**src/rtl/fifo_pkg.sv**
```systemverilog
// Shared types, mode constants and elaboration helpers for the parametrised FIFO.
package fifo_pkg;

  localparam int FIFO_MODE_REG  = 0;
  localparam int FIFO_MODE_FWFT = 1;

  typedef struct packed {
    logic full;
    logic empty;
    logic almost_full;
    logic almost_empty;
    logic overflow;
    logic underflow;
  } fifo_status_t;

  // ceil(log2(v)); returns 0 for v <= 1
  function automatic int clog2(input int unsigned v);
    int unsigned x;
    int r;
    r = 0;
    x = (v > 0) ? v - 1 : 0;
    while (x > 0) begin
      r++;
      x = x >> 1;
    end
    return r;
  endfunction

endpackage

```
**src/rtl/fifo_ram.sv**
```systemverilog
// DEPTH x WIDTH storage: one synchronous write port, one asynchronous read port, no reset.
module fifo_ram
  import fifo_pkg::*;
#(
  parameter int WIDTH = 8,
  parameter int DEPTH = 16,
  parameter int AW    = clog2(DEPTH)
) (
  input  logic             clk,
  input  logic             we,
  input  logic [AW-1:0]    waddr,
  input  logic [WIDTH-1:0] wdata,
  input  logic [AW-1:0]    raddr,
  output logic [WIDTH-1:0] rdata
);

  logic [WIDTH-1:0] mem [DEPTH];

  always_ff @(posedge clk) begin
    if (we) mem[waddr] <= wdata;
  end

  assign rdata = mem[raddr];

endmodule

```
**src/rtl/sync_fifo_param.sv**
```systemverilog
// Single-clock FIFO with registered or first-word-fall-through read, registered
// occupancy flags, programmable thresholds and sticky overflow/underflow flags.
module sync_fifo_param
  import fifo_pkg::*;
#(
  parameter  int WIDTH     = 8,
  parameter  int DEPTH     = 16,
  parameter  int FWFT      = FIFO_MODE_REG,
  parameter  int AF_THRESH = DEPTH - 2,
  parameter  int AE_THRESH = 1,
  localparam int CW        = clog2(DEPTH) + 1
) (
  input  logic             clk,
  input  logic             rst_n,
  input  logic             wr_en,
  input  logic [WIDTH-1:0] wr_data,
  input  logic             rd_en,
  output logic [WIDTH-1:0] rd_data,
  output logic             rd_valid,
  output logic             full,
  output logic             empty,
  output logic             almost_full,
  output logic             almost_empty,
  output logic [CW-1:0]    count,
  output logic             overflow,
  output logic             underflow,
  input  logic             clr_err
);

  localparam int AW = clog2(DEPTH);
  localparam logic [CW-1:0] DEPTH_C = CW'(DEPTH);
  localparam logic [CW-1:0] AF_C    = CW'(AF_THRESH);
  localparam logic [CW-1:0] AE_C    = CW'(AE_THRESH);

  if ((DEPTH < 2) || ((DEPTH & (DEPTH - 1)) != 0)) begin : g_bad_depth
    $error("sync_fifo_param: DEPTH must be a power of two >= 2");
  end
  if (AF_THRESH > DEPTH) begin : g_bad_af
    $error("sync_fifo_param: AF_THRESH must not exceed DEPTH");
  end
  if (AE_THRESH >= DEPTH) begin : g_bad_ae
    $error("sync_fifo_param: AE_THRESH must be below DEPTH");
  end

  logic [AW-1:0]    wr_ptr, rd_ptr;
  logic [CW-1:0]    cnt, cnt_nx;
  fifo_status_t     st, st_nx;
  logic             push_acc, pop_acc;
  logic [WIDTH-1:0] head;

  fifo_ram #(.WIDTH(WIDTH), .DEPTH(DEPTH), .AW(AW)) u_ram (
    .clk   (clk),
    .we    (push_acc),
    .waddr (wr_ptr),
    .wdata (wr_data),
    .raddr (rd_ptr),
    .rdata (head)
  );

  // Flags are computed from the next count so they land together with it.
  always_comb begin
    push_acc           = rst_n && wr_en && !st.full;
    pop_acc            = rst_n && rd_en && !st.empty;
    cnt_nx             = cnt + CW'(push_acc) - CW'(pop_acc);
    st_nx              = st;
    st_nx.full         = (cnt_nx == DEPTH_C);
    st_nx.empty        = (cnt_nx == '0);
    st_nx.almost_full  = (cnt_nx >= AF_C);
    st_nx.almost_empty = (cnt_nx <= AE_C);
    st_nx.overflow     = (wr_en && st.full)  || (st.overflow  && !clr_err);
    st_nx.underflow    = (rd_en && st.empty) || (st.underflow && !clr_err);
  end

  always_ff @(posedge clk) begin
    if (!rst_n) begin
      wr_ptr <= '0;
      rd_ptr <= '0;
      cnt    <= '0;
      st     <= '{full: 1'b0, empty: 1'b1, almost_full: 1'b0,
                  almost_empty: 1'b1, overflow: 1'b0, underflow: 1'b0};
    end else begin
      if (push_acc) wr_ptr <= wr_ptr + 1'b1;
      if (pop_acc)  rd_ptr <= rd_ptr + 1'b1;
      cnt <= cnt_nx;
      st  <= st_nx;
    end
  end

  if (FWFT == FIFO_MODE_FWFT) begin : g_fwft
    assign rd_data  = st.empty ? '0 : head;
    assign rd_valid = !st.empty;
  end else begin : g_reg
    logic [WIDTH-1:0] rd_q;
    logic             rd_v;

    always_ff @(posedge clk) begin
      if (!rst_n) begin
        rd_q <= '0;
        rd_v <= 1'b0;
      end else begin
        rd_v <= pop_acc;
        if (pop_acc) rd_q <= head;
      end
    end

    assign rd_data  = rd_q;
    assign rd_valid = rd_v;
  end

  assign count        = cnt;
  assign full         = st.full;
  assign empty        = st.empty;
  assign almost_full  = st.almost_full;
  assign almost_empty = st.almost_empty;
  assign overflow     = st.overflow;
  assign underflow    = st.underflow;

endmodule

```
**config.mk**
```make
export PLATFORM = sky130hd
export DESIGN_NAME = sync_fifo_param
export DESIGN_NICKNAME = d
export VERILOG_FILES = /design/src/rtl/fifo_pkg.sv /design/src/rtl/fifo_ram.sv /design/src/rtl/sync_fifo_param.sv
export SDC_FILE = /design/constraint.sdc
export NUM_CORES = 1
export LEC_CHECK = 0
export CORE_MARGIN = 2
export CORE_UTILIZATION = 56
export CTS_BUF_LIST = sky130_fd_sc_hd__clkbuf_8
export CTS_CLUSTER_DIAMETER = 40
export CTS_CLUSTER_SIZE = 20
export DETAILED_ROUTE_END_ITERATION = 7
export PLACE_DENSITY = 0.76
export SETUP_SLACK_MARGIN = 0.1
export SYNTH_ARGS = -nofsm -noshare
export SYNTH_HDL_FRONTEND = slang
export SYNTH_SLANG_ARGS = --single-unit
```
**constraint.sdc**
```tcl
create_clock -name clk -period 3.2 [get_ports clk]
set_clock_uncertainty 0.05 [all_clocks]
set_input_delay 0.96 -clock clk [delete_from_list [all_inputs] [get_ports clk]]
set_output_delay 0.96 -clock clk [all_outputs]
set_load 0.05 [all_outputs]
```
== Word-level counts from Yosys, hierarchy flattened ==
Memories as Yosys holds them, arrays and structs flattened. A register that Yosys moved wholly into a read port is not among the register bits.
Index checks and enable logic that the tools add are counted.

* Flip-flop bits (word level): 20
* Bits in writable memories: 128
* Input bits: 13
* Output and inout port bits: 20
* Word-level logic and storage cells: 35
* Memories kept: 1

* Add/subtract/negate cells: 4
* Magnitude comparators: 2
* Eq/ne operators: 1
* Muxes and demuxes: 2
* Reductions and logical operators: 15

{| class="wikitable"
|+ Memories
! memory !! depth !! bits a word !! read ports !! clocked after memory_dff !! wr ports !! line !! RTL
|-
| u_ram.mem || 16 || 8 || 1 || 1 || 1 || fifo_ram.sv:17 || <nowiki>logic [WIDTH-1:0] mem [DEPTH];</nowiki>
|}

{| class="wikitable"
|+ Operators by type and width
! operator !! count
|-
| 4-bit by 1-bit adder with 4-bit output (second input constant) || 2
|-
| 1-bit logical AND || 8
|-
| 5-bit by 1-bit adder with 5-bit output || 1
|-
| 5-bit == test (second input constant) || 1
|-
| 5-bit by 4-bit >= comparator with 1-bit output (second input constant) || 1
|-
| 5-bit by 1-bit <= comparator with 1-bit output (second input constant) || 1
|-
| 5-bit logical NOT || 1
|-
| 5-bit by 1-bit subtractor with 5-bit output || 1
|-
| 1-bit logical NOT || 4
|-
| 1-bit logical OR || 2
|-
| 1-bit two-way mux || 2
|}

== Longest topological paths before layout ==
Gate-level depths: netlist (run 1).

* Depth after elaboration: 5
* Depth in mapped cells: 11
* Depth with buffers taken out: 10

== Cells and area by module ==
From an unflattened synthesis (run 1), not the netlist that was laid out.

* Cells, all modules: 348
* Area total of the unflattened synthesis: 6189.7 µm²

{| class="wikitable"
|+ By module, submodules not included
! module !! times used !! cells each !! area an instance (µm²)
|-
| fifo_ram || 1 || 221 || 4987.3
|-
| sync_fifo_param || 1 || 127 || 1202.4
|}

== Worst setup path after synthesis (run 1) ==
No wires, ideal clock.

* Kind: input-to-reg
* Start point: input port rst_n
* End point: register st (netlist bit full)
* Library setup time: 91 ps
* Arrival time: 3081 ps
* Data required time: 3059 ps
* Setup slack: -23 ps
* Cell stages on the path: 11
* Path through: and3b_1 clkbuf_1 inv_1 ha_1 inv_1 ha_1 fa_1 a21o_1 a21oi_1 xnor2_1 nor4bb_1

* Longest elaborated chain between the ends: 5

{| class="wikitable"
|+ RTL lines
! element !! line !! RTL
|-
| from (decl) || sync_fifo_param.sv:14 || <nowiki>input logic rst_n,</nowiki>
|-
| 1-bit logical AND (2 in a row) || sync_fifo_param.sv:62 || <nowiki>push_acc = rst_n && wr_en && !st.full;</nowiki>
|-
| 5-bit by 1-bit adder with 5-bit output || sync_fifo_param.sv:64 || <nowiki>cnt_nx = cnt + CW'(push_acc) - CW'(pop_acc);</nowiki>
|-
| 5-bit by 1-bit subtractor with 5-bit output || sync_fifo_param.sv:64 ||
|-
| 5-bit == test || sync_fifo_param.sv:66 || <nowiki>st_nx.full = (cnt_nx == DEPTH_C);</nowiki>
|-
| to (signal assigned) || sync_fifo_param.sv:79 || <nowiki>st <= '{full: 1'b0, empty: 1'b1, almost_full: 1'b0,</nowiki>
|-
| to (signal assigned) || sync_fifo_param.sv:85 || <nowiki>st <= st_nx;</nowiki>
|-
| to (decl) || sync_fifo_param.sv:47 || <nowiki>fifo_status_t st, st_nx;</nowiki>
|}

Several ways; a longest one is shown, not always the timed one.
A chain may end at the register's enable or synchronous reset.

== Final worst setup path (run 1) ==
* Start point: input port wr_en
* End point: register st (netlist bit full)

* Longest elaborated chain between the ends: 5

{| class="wikitable"
|+ RTL lines
! element !! line !! RTL
|-
| from (decl) || sync_fifo_param.sv:15 || <nowiki>input logic wr_en,</nowiki>
|-
| 1-bit logical AND (2 in a row) || sync_fifo_param.sv:62 ||
|-
| 5-bit by 1-bit adder with 5-bit output || sync_fifo_param.sv:64 ||
|-
| 5-bit by 1-bit subtractor with 5-bit output || sync_fifo_param.sv:64 ||
|-
| 5-bit == test || sync_fifo_param.sv:66 ||
|}

No other way between the ends.

==> flow_summary.ini, run 1 <==
[status]
status = complete, no violations

[setup_path]
worstSetupStartpointType = primary input
cpMaxStageDelayCell = clkdlybuf4s50_1
crit_path_end_kind = register
critical_path.top_delay_family = adder cells
path_depth = 10
path_cells = clkdlybuf4s50_1 -> and3b_1 -> inv_1 -> ha_1 -> inv_1 -> ha_2 -> fa_2 -> xor2_2 -> or3_4 -> nor4bb_4
r2r_cells = 8
slowest_delay_ns = 0.48
worstSetupPathType = in -> reg
critPathBufInv = 3
critical_path_arrival_ns = 3.39
critPathRequiredTime_ns = 3.50
cp_common_cell = inv_1
cp_max_fo = 3

[die]
design.core.area_um2 = 10800
dieArea_um2 = 11900
io_pins = 33
die_w_um = 109
std_cell_rows = 38
initial_utilization = 0.573
die_y_um = 109

[routing]
via_count = 3316
routed_wl_mm = 12.0
drc_errors = 0
viasPerCell = 5.74
drtIter0Drc = 277
firstDrtPassIters = 6
final_antenna_net_count = 0
routedWlPerCell_um = 20.8

[timing]
finalSetupTns_ns = 0
post-route-period-util = 0.967
finalSetupViolations = 0
drv_slew = 0
fmaxAchievable_ghz = 0.323
min_period_ns = 3.09
slew-limit-headroom = 0.218
hold_viol = 0
rsz0062_at_grt = true
worstMarginPinSlew_ns = 1.16

[logic_synthesis]
synth_common_cells = edfxtp_1 (128), nor2_1 (29), dfxtp_1 (28), mux2i_1 (24)
synth_cell_type_count = 37
yosysMostFrequentCell = edfxtp_1
yosysTopAreaCell = edfxtp_1
ys_seq_elements = 156
syn-cell-area_um2 = 6180
synth_area_per_cell_um2 = 16.8
synth_warnings = 0
async_flop_share = 0
synth_edf_count = 128
synth_top_area_frac = 0.622
synth_nets = 392
ys_top_cells_by_area = edfxtp_1 (62%), dfxtp_1 (9.1%), mux4_2 (5.8%), mux2i_1 (3.9%), mux2_2 (2.9%)
seq_area_frac_synth = 0.712
synthCells = 368
ys.flop_type = edfxtp_1

[global_routing]
grt_max_degree = 37
antenna_found_initial = 0
overflow = 0
grt_usage = 0.220
grt_pass1_wl_mm = 18.4
grt_pass1_vias = 3385

[layout]
finalNetCount = 449
antenna_cells = 0
drive_above_1_share = 0.215
synthToLayoutAreaGrowth_pct = 15.8
postLayoutCellArea_um2 = 7160

[power]
ir_drop_v = 0.000394
power_density_nw_per_um2 = 691
power_leakage_nw = 2.37

[cts]
clock-sinks = 156
numCtsBuffers = 17
ctsHoldBuffers = 0
clkLatencyLatePin_ns = 0.45
clk_pin_slew_ns = 0.09
htree_levels = 4
cts_buffer_depth = 2
cts_root_buf = clkbuf_8
cts_tree = yes

[placed_design]
placed_area_um2 = 6750
dpl.hpwl_mm = 7.72
port_buffers = 32
gp_congestion = 0.785

[min_path]
whs_path_depth = 1
hold_path_class = reg -> reg

[run]
maxCapViolations = 0
==> placed cells by master, fill, tap and decap left out, types with 4 or more instances in the layout <==
| cell | instances |
|---|---|
| buf_4 | 24 |
| and2_1 | 12 |
| a22oi_1 | 10 |
| clkdlybuf4s50_1 | 31 |
| edfxtp_1 | 128 |
| nand2_1 | 11 |
| nor2_1 | 29 |
| mux4_2 | 16 |
| mux2_2 | 16 |
| xnor2_1 | 7 |
| ha_1 | 9 |
| nor3_1 | 4 |
| o22ai_1 | 8 |
| nand2b_1 | 5 |
| a221o_1 | 8 |
| clkbuf_8 | 17 |
| dfxtp_1 | 27 |
| inv_1 | 10 |
| mux2i_1 | 24 |
==> area by class of cell <==
cell class                      count  area [um^2]
Clock buffer                       17          234
Clock inverter                     15          115
Fill cell                         758         3640
Inverter                           10         37.5
Multi-Input combinational cell    183         1670
Sequential cell                   156         4410
Tap cell                          140          175
Timing Repair Buffer               57          519
==> layer usage <==
metal	share of wire	up-vias	track usage
met5	0	-	0
met4	0.014	0	0.0614
met3	0.046	11	0.0634
met2	0.52	84	0.370
met1	0.42	1698	0.282
li1	-	1523	-
==> per-stage QoR <==
step                hold WS (ns)  instances  utilization  power, W  worst slack [ns]
CTS                        0.450        577        0.661   0.00492             0.116
global placement           0.418        544        0.626   0.00353            -0.310
global route               0.458        578        0.663   0.00516            0.0195
detailed placement         0.425        544        0.626   0.00357            -0.454
floorplan                  0.431        368            -   0.00323             0.140
finish                     0.457        578        0.663   0.00494             0.107
==> flip-flops by register name (all words and copies together), names as in the netlist <==
| signal | cells |
|---|---|
| almost_empty | 1 |
| almost_full | 1 |
| count | 5 |
| empty | 1 |
| full | 1 |
| overflow | 1 |
| rd_data | 8 |
| rd_ptr | 4 |
| rd_valid | 1 |
| u_ram.mem | 128 |
| underflow | 1 |
| wr_ptr | 4 |
==> power by group <==
part	internal (W)	switching, W
Clock	0.000547	0.000763
Sequential	0.00231	0.0000933
Combinational	0.000531	0.000703
==> worst reg2reg max path: stages (launching register included) <==
cell and delay [ns]:
dfxtp_1 0.40, and3b_1 0.22, ha_1 0.27, inv_1 0.04, ha_2 0.18, fa_2 0.40, xor2_2 0.21, or3_4 0.36
nor4bb_4 0.27
==> cells by family (layout without fill, tap and decap cells) <==
| logic type | after synthesis | count (layout) | synth area share |
|---|---|---|---|
| flops | 156 | 156 | 0.712 |
| simple gates | 70 | 70 | 0.0555 |
| mux | 56 | 56 | 0.126 |
| compound gates | 36 | 36 | 0.0443 |
| buf+inv | 29 | 99 | 0.0239 |
| fa+ha+maj | 11 | 11 | 0.0235 |
| xor+xnor | 10 | 10 | 0.0142 |
==> repair_timing <==
item                       CTS  global route
hold endpoints to repair     0             0
pin swaps                    2             3
resized for setup            5             3
setup endpoints to repair    1             2
buffers inserted             1             1
==> path summary, 6_finish.rpt <==
check | from | endpoint | slack [ns]
worst max-delay path | wr_en | full$_SDFF_PN0_ | 0.11
worst min-delay path | rd_data[7]$_SDFFE_PN0P_ | rd_data[7]$_SDFFE_PN0P_ | 0.46
worst max register to register | empty$_SDFF_PN1_ | full$_SDFF_PN0_ | 0.72
worst min register to register | rd_data[7]$_SDFFE_PN0P_ | rd_data[7]$_SDFFE_PN0P_ | 0.46
No activity file was read; power rests on OpenSTA's default activity.
==> run 2, diff against run 1 <==
CORE_MARGIN = unset   (was 2)
SLEW_MARGIN = 20   (was unset)
==> run 2 against run 1 <==
Combinational power barely moved. Sequential share of layout area shrank 0.69 points. Flip-flop and latch count unchanged. Routed wire length is 0.76% higher. Total power rose by 5.9%. Maximum frequency grew 5.0%. Worst setup slack gained 0.15 ns. Critical path depth down 1. Design area up 1.1%. Critical path type unchanged. Highest routed layer unchanged.
==> flow_summary.ini, run 2 (synthesized netlist as in run 1, its figures left out) <==
[die]
io_pins = 33
die_y_um = 107
dieArea_um2 = 11500
initial_utilization = 0.588
die_w_um = 107
design.core.area_um2 = 10500
std_cell_rows = 37

[placed_design]
placed_area_um2 = 6750
gp_congestion = 0.777
dpl.hpwl_mm = 7.53
place_ws_ns = -0.404
dp.cells = 542
port_buffers = 32

[layout]
largest_register_ffs = 128
fill_cells = 706
antenna_cells = 0
postLayoutCellArea_um2 = 7240
finalNetCount = 450
layout_commonest_cell = edfxtp_1
mostFrequentLayoutCells = edfxtp_1 (128), clkdlybuf4s50_1 (30), nor2_1 (29)
drive_above_1_share = 0.221
synthToLayoutAreaGrowth_pct = 17.1
stdcell_count = 575
largest_register = u_ram.mem

[global_routing]
grt_max_degree = 23
grt_pass1_wl_mm = 18.9
overflow = 0
met2_usage = 0.394
grt_pass1_vias = 3423
grt.busiest_layer = met2
grt.met1_usage = 0.300
antenna_found_initial = 0
gr-usage-met3 = 0.0620
grt_usage = 0.235

[setup_path]
critical_path_arrival_ns = 3.25
worstSetupPathType = in -> reg
worstSetupStartpointType = primary input
critPathBufInv = 2
crit_path_end_kind = register
path_cells = clkdlybuf4s50_1 -> and3b_1 -> ha_1 -> inv_1 -> ha_2 -> fa_2 -> xor2_2 -> or3_4 -> nor4bb_1
r2r_start = empty$_SDFF_PN1_
r2r_cells = 8
critical_path.top_delay_family = adder cells
slowest_delay_ns = 0.42
cp_max_fo = 2
critPathRequiredTime_ns = 3.50
r2r_end = full$_SDFF_PN0_
cpMaxStageDelayCell = clkdlybuf4s50_1
r2r_setup_slack_ns = 0.78

[timing]
fmaxAchievable_ghz = 0.339
rsz0062_at_grt = false
finalSetupViolations = 0
slew-limit-headroom = 0.283
hold_viol = 0
postLayoutSetupSlackWorst_ns = 0.253
min_period_ns = 2.95
post-route-period-util = 0.921
worstMarginPinSlew_ns = 1.07
drv_slew = 0

[routing]
drtIter0Drc = 230
routedWlPerCell_um = 21.1
routed_wl_mm = 12.1
viasPerCell = 5.73
firstDrtPassIters = 4
drc_errors = 0
via_count = 3297
final_antenna_net_count = 0

[status]
status = complete, no violations

[cts]
cts_buffer_depth = 2
htree_levels = 4
cts_root_buf = clkbuf_8
clock-sinks = 156
clkLatencyLatePin_ns = 0.44
clk_pin_slew_ns = 0.08
ctsHoldBuffers = 0
numCtsBuffers = 17
cts_tree = yes

[run]
maxCapViolations = 0

[power]
power_density_nw_per_um2 = 723
power_w = 0.00523
ir_drop_v = 0.000493
power_leakage_nw = 2.44

[min_path]
hold_path_class = reg -> reg
hp-start = rd_data[7]$_SDFFE_PN0P_
whs_path_depth = 1
hold_end = rd_data[7]$_SDFFE_PN0P_
==> run 2: cell count changes in the layout (fill, tap and decap cells not counted), sizes merged <==
cell / delta
dlymetal6s2s: +2
bufinv: +5
clkdlybuf4s50: -1
inv: -4
clkinvlp: -1
buf: +1
dlygate4sd2: -1
==> run 2: final cells by class <==
cell class / count / area, um^2 / area share
Sequential cell: 156 / 4410 / 0.609
Multi-Input combinational cell: 183 / 1670 / 0.230
Timing Repair Buffer: 58 / 520 / 0.0719
Clock buffer: 17 / 234 / 0.0323
Clock inverter: 15 / 204 / 0.0282
Tap cell: 136 / 170 / 0.0235
Inverter: 10 / 37.5 / 0.00519
==> run 2: report_power, final <==
group	internal [W]	switching (W)	total (W)
clock	0.000914	0.000689	0.00160
sequential	0.00231	0.0000965	0.00240
combinational	0.000533	0.000694	0.00123
==> run 2: worst max-delay path by stage <==
| stage | start | slack [ns] | cells past startpoint | endpoint |
|---|---|---|---|---|
| global placement | rst_n | -0.31 | 11 | full$_SDFF_PN0_ |
| global route | rd_en | 0.16 | 10 | full$_SDFF_PN0_ |
| detailed placement | rst_n | -0.40 | 11 | full$_SDFF_PN0_ |
| floorplan | rst_n | 0.14 | 10 | full$_SDFF_PN0_ |
| CTS | rst_n | 0.10 | 10 | full$_SDFF_PN0_ |
| finish | rd_en | 0.25 | 9 | full$_SDFF_PN0_ |
==> run 2: routing by layer <==
metal / share of wire / routed length [um]
met1: 0.42 / 5130
met2: 0.52 / 6310
met3: 0.045 / 543
met4: 0.013 / 154
met5: 0 / 0
==> run 2: timing repair <==
| item | 4_1_cts | 5_1_grt |
|---|---|---|
| resized for setup | 1 | 8 |
| cloned | 0 | 0 |
| setup endpoints to repair | 1 | 5 |
| pin swaps | 0 | 8 |
| setup buffers | 0 | 1 |
==> run 2: per-stage QoR <==
stage | utilization | hold slack, ns | TNS (ns)
detailed placement | 0.642 | 0.423 | -1.75
floorplan | - | 0.431 | 0
CTS | 0.685 | 0.445 | 0
global placement | 0.642 | 0.419 | -1.25
finish | 0.689 | 0.446 | 0
global route | 0.689 | 0.473 | 0
==> run 3, diff against run 2 <==
SYNTH_HIERARCHICAL = 1   (was unset)
==> run 3 against run 2 <==
Register-to-register slack barely moved. Utilization fell by 1.6 points. Combinational power is 5% higher. Design area increased by 0.35%. Sequential power hardly changed. Flip-flop and latch count is the same. Worst setup slack got worse by 0.045 ns. Routed wire length is 5.1% lower. Synthesized cell count down 5.4%.
==> flow_summary.ini, run 3 <==
[die]
die_w_um = 107
initial_utilization = 0.573
die_y_um = 107
io_pins = 33
dieArea_um2 = 11500
design.core.area_um2 = 10800
std_cell_rows = 38

[logic_synthesis]
synth_area_per_cell_um2 = 17.8
ys_top_cells_by_area = edfxtp_1 (62%), dfxtp_1 (9.1%), mux4_2 (6.5%), mux4_1 (5.9%), a22oi_1 (2.2%)
syn-cell-area_um2 = 6190
seq_area_frac_synth = 0.712
yosysTopAreaCell = edfxtp_1
synth_cell_type_count = 39
synth_top_area_frac = 0.621
synthCells = 348
ys.flop_type = edfxtp_1
async_flop_share = 0
synth_nets = 369
ys_seq_elements = 156
yosysMostFrequentCell = edfxtp_1
synth_common_cells = edfxtp_1 (128), nand2_1 (32), dfxtp_1 (28), a22oi_1 (18), mux4_2 (18)
synth_warnings = 6
synth_edf_count = 128

[status]
status = complete, no violations

[routing]
routed_wl_mm = 11.5
drc_errors = 0
via_count = 3267
drtIter0Drc = 270
final_antenna_net_count = 0
viasPerCell = 5.78
firstDrtPassIters = 4
routedWlPerCell_um = 20.4

[placed_design]
dp.cells = 532
port_buffers = 32
dpl.hpwl_mm = 7.31
gp_congestion = 0.816
placed_area_um2 = 6820

[timing]
drv_slew = 0
fin_hold_ws_ns = 0.423
min_period_ns = 2.99
finalSetupViolations = 0
post-route-period-util = 0.935
hold_viol = 0
slew-limit-headroom = 0.471
fmaxAchievable_ghz = 0.334
rsz0062_at_grt = false
worstMarginPinSlew_ns = 0.791

[global_routing]
met2_usage = 0.347
grt_pass1_vias = 3282
antenna_found_initial = 0
grt.met1_usage = 0.295
grt_usage = 0.220
grt_pass1_wl_mm = 17.7
grt_max_degree = 36
grt.busiest_layer = met2
gr-usage-met3 = 0.0474
overflow = 0

[layout]
stdcell_count = 565
synthToLayoutAreaGrowth_pct = 17.3
largest_register = u_ram/mem
mostFrequentLayoutCells = edfxtp_1 (128), nand2_1 (32), clkdlybuf4s50_1 (31)
postLayoutCellArea_um2 = 7260
largest_register_ffs = 128
drive_above_1_share = 0.207
layout_commonest_cell = edfxtp_1
finalNetCount = 433
antenna_cells = 0
fin_util = 0.673

[setup_path]
critPathRequiredTime_ns = 3.53
r2r_start = empty$_SDFF_PN1_
critical_path_arrival_ns = 3.33
r2r_cells = 10
crit_path_end_kind = register
cp_max_fo = 5
setup.worst_path.start = wr_en
worstSetupPathType = in -> reg
r2r_setup_slack_ns = 0.77
worstSetupStartpointType = primary input
endpoint = full$_SDFF_PN0_
r2r_end = full$_SDFF_PN0_

[power]
power_density_nw_per_um2 = 721
ir_drop_v = 0.000489
power_leakage_nw = 2.45
power_w = 0.00523

[min_path]
hold_path_class = reg -> reg

[cts]
clock-sinks = 156
cts_tree = yes
clk_pin_slew_ns = 0.08
clkLatencyLatePin_ns = 0.44
cts_root_buf = clkbuf_8
htree_levels = 4
numCtsBuffers = 17
cts_buffer_depth = 2

[run]
maxCapViolations = 0
## run 3: what timing repair did
item / 4_1_cts / 5_1_grt
resized for setup: 0 / 1
buffers inserted: 0 / 1
setup endpoints to repair: 0 / 3
hold buffers: 0 / 0
## run 3: routing by layer
metal  part of all wire  routed length, um
met5                  0                  0
met4              0.022                249
met3              0.041                475
met2               0.51               5890
met1               0.43               4910
## run 3: area by class of cell
cell class	count	area [um^2]
inverter	8	30.0
tap	140	175
clock buffer	17	234
clock inverter	15	195
sequential	156	4410
timing repair buffer	61	553
fill	689	3530
multi-input combinational	168	1670
## run 3: cell families after synthesis
family | synth area share
xor+xnor | 0.0127
fa+ha+maj | 0.0174
simple gates | 0.0675
compound gates | 0.0429
flops | 0.712
mux | 0.125
buf+inv | 0.0230
## run 3: power by group
| part | total (W) | switching, W | leakage [nW] | internal [W] |
|---|---|---|---|---|
| clock | 0.00157 | 0.000722 | 0.215 | 0.000850 |
| sequential | 0.00237 | 0.0000715 | 1.38 | 0.00230 |
| combinational | 0.00129 | 0.000733 | 0.855 | 0.000555 |
## run 3: worst max-delay path: stages
cell and delay (ns):
clkdlybuf4s50_1 0.47, and3b_1 0.18, inv_1 0.05, ha_1 0.27, inv_1 0.04, ha_2 0.17
fa_2 0.37, a21o_1 0.20, a21oi_2 0.19, xnor2_2 0.18, and4bb_1 0.23
## run 3: how the worst min path moves through the flow
stage               slack [ns]                       to               startpoint  cells after the start
finish                    0.42  rd_data[2]$_SDFFE_PN0P_  rd_data[2]$_SDFFE_PN0P_                      2
detailed placement        0.42  rd_data[6]$_SDFFE_PN0P_  rd_data[6]$_SDFFE_PN0P_                      2
floorplan                 0.47   rd_ptr[1]$_SDFFE_PN0P_   rd_ptr[1]$_SDFFE_PN0P_                      2
CTS                       0.43  rd_data[2]$_SDFFE_PN0P_  rd_data[2]$_SDFFE_PN0P_                      2
global route              0.46  rd_data[5]$_SDFFE_PN0P_  rd_data[5]$_SDFFE_PN0P_                      2
global placement          0.40  rd_data[7]$_SDFFE_PN0P_  rd_data[7]$_SDFFE_PN0P_                      2
## run 3: stage by stage
stage	TNS (ns)	setup WS [ns]
after floorplan	0	0.114
after global placement	-0.855	-0.202
after detailed placement	-1.27	-0.290
after CTS	0	0.192
after global routing	0	0.111
final	0	0.208
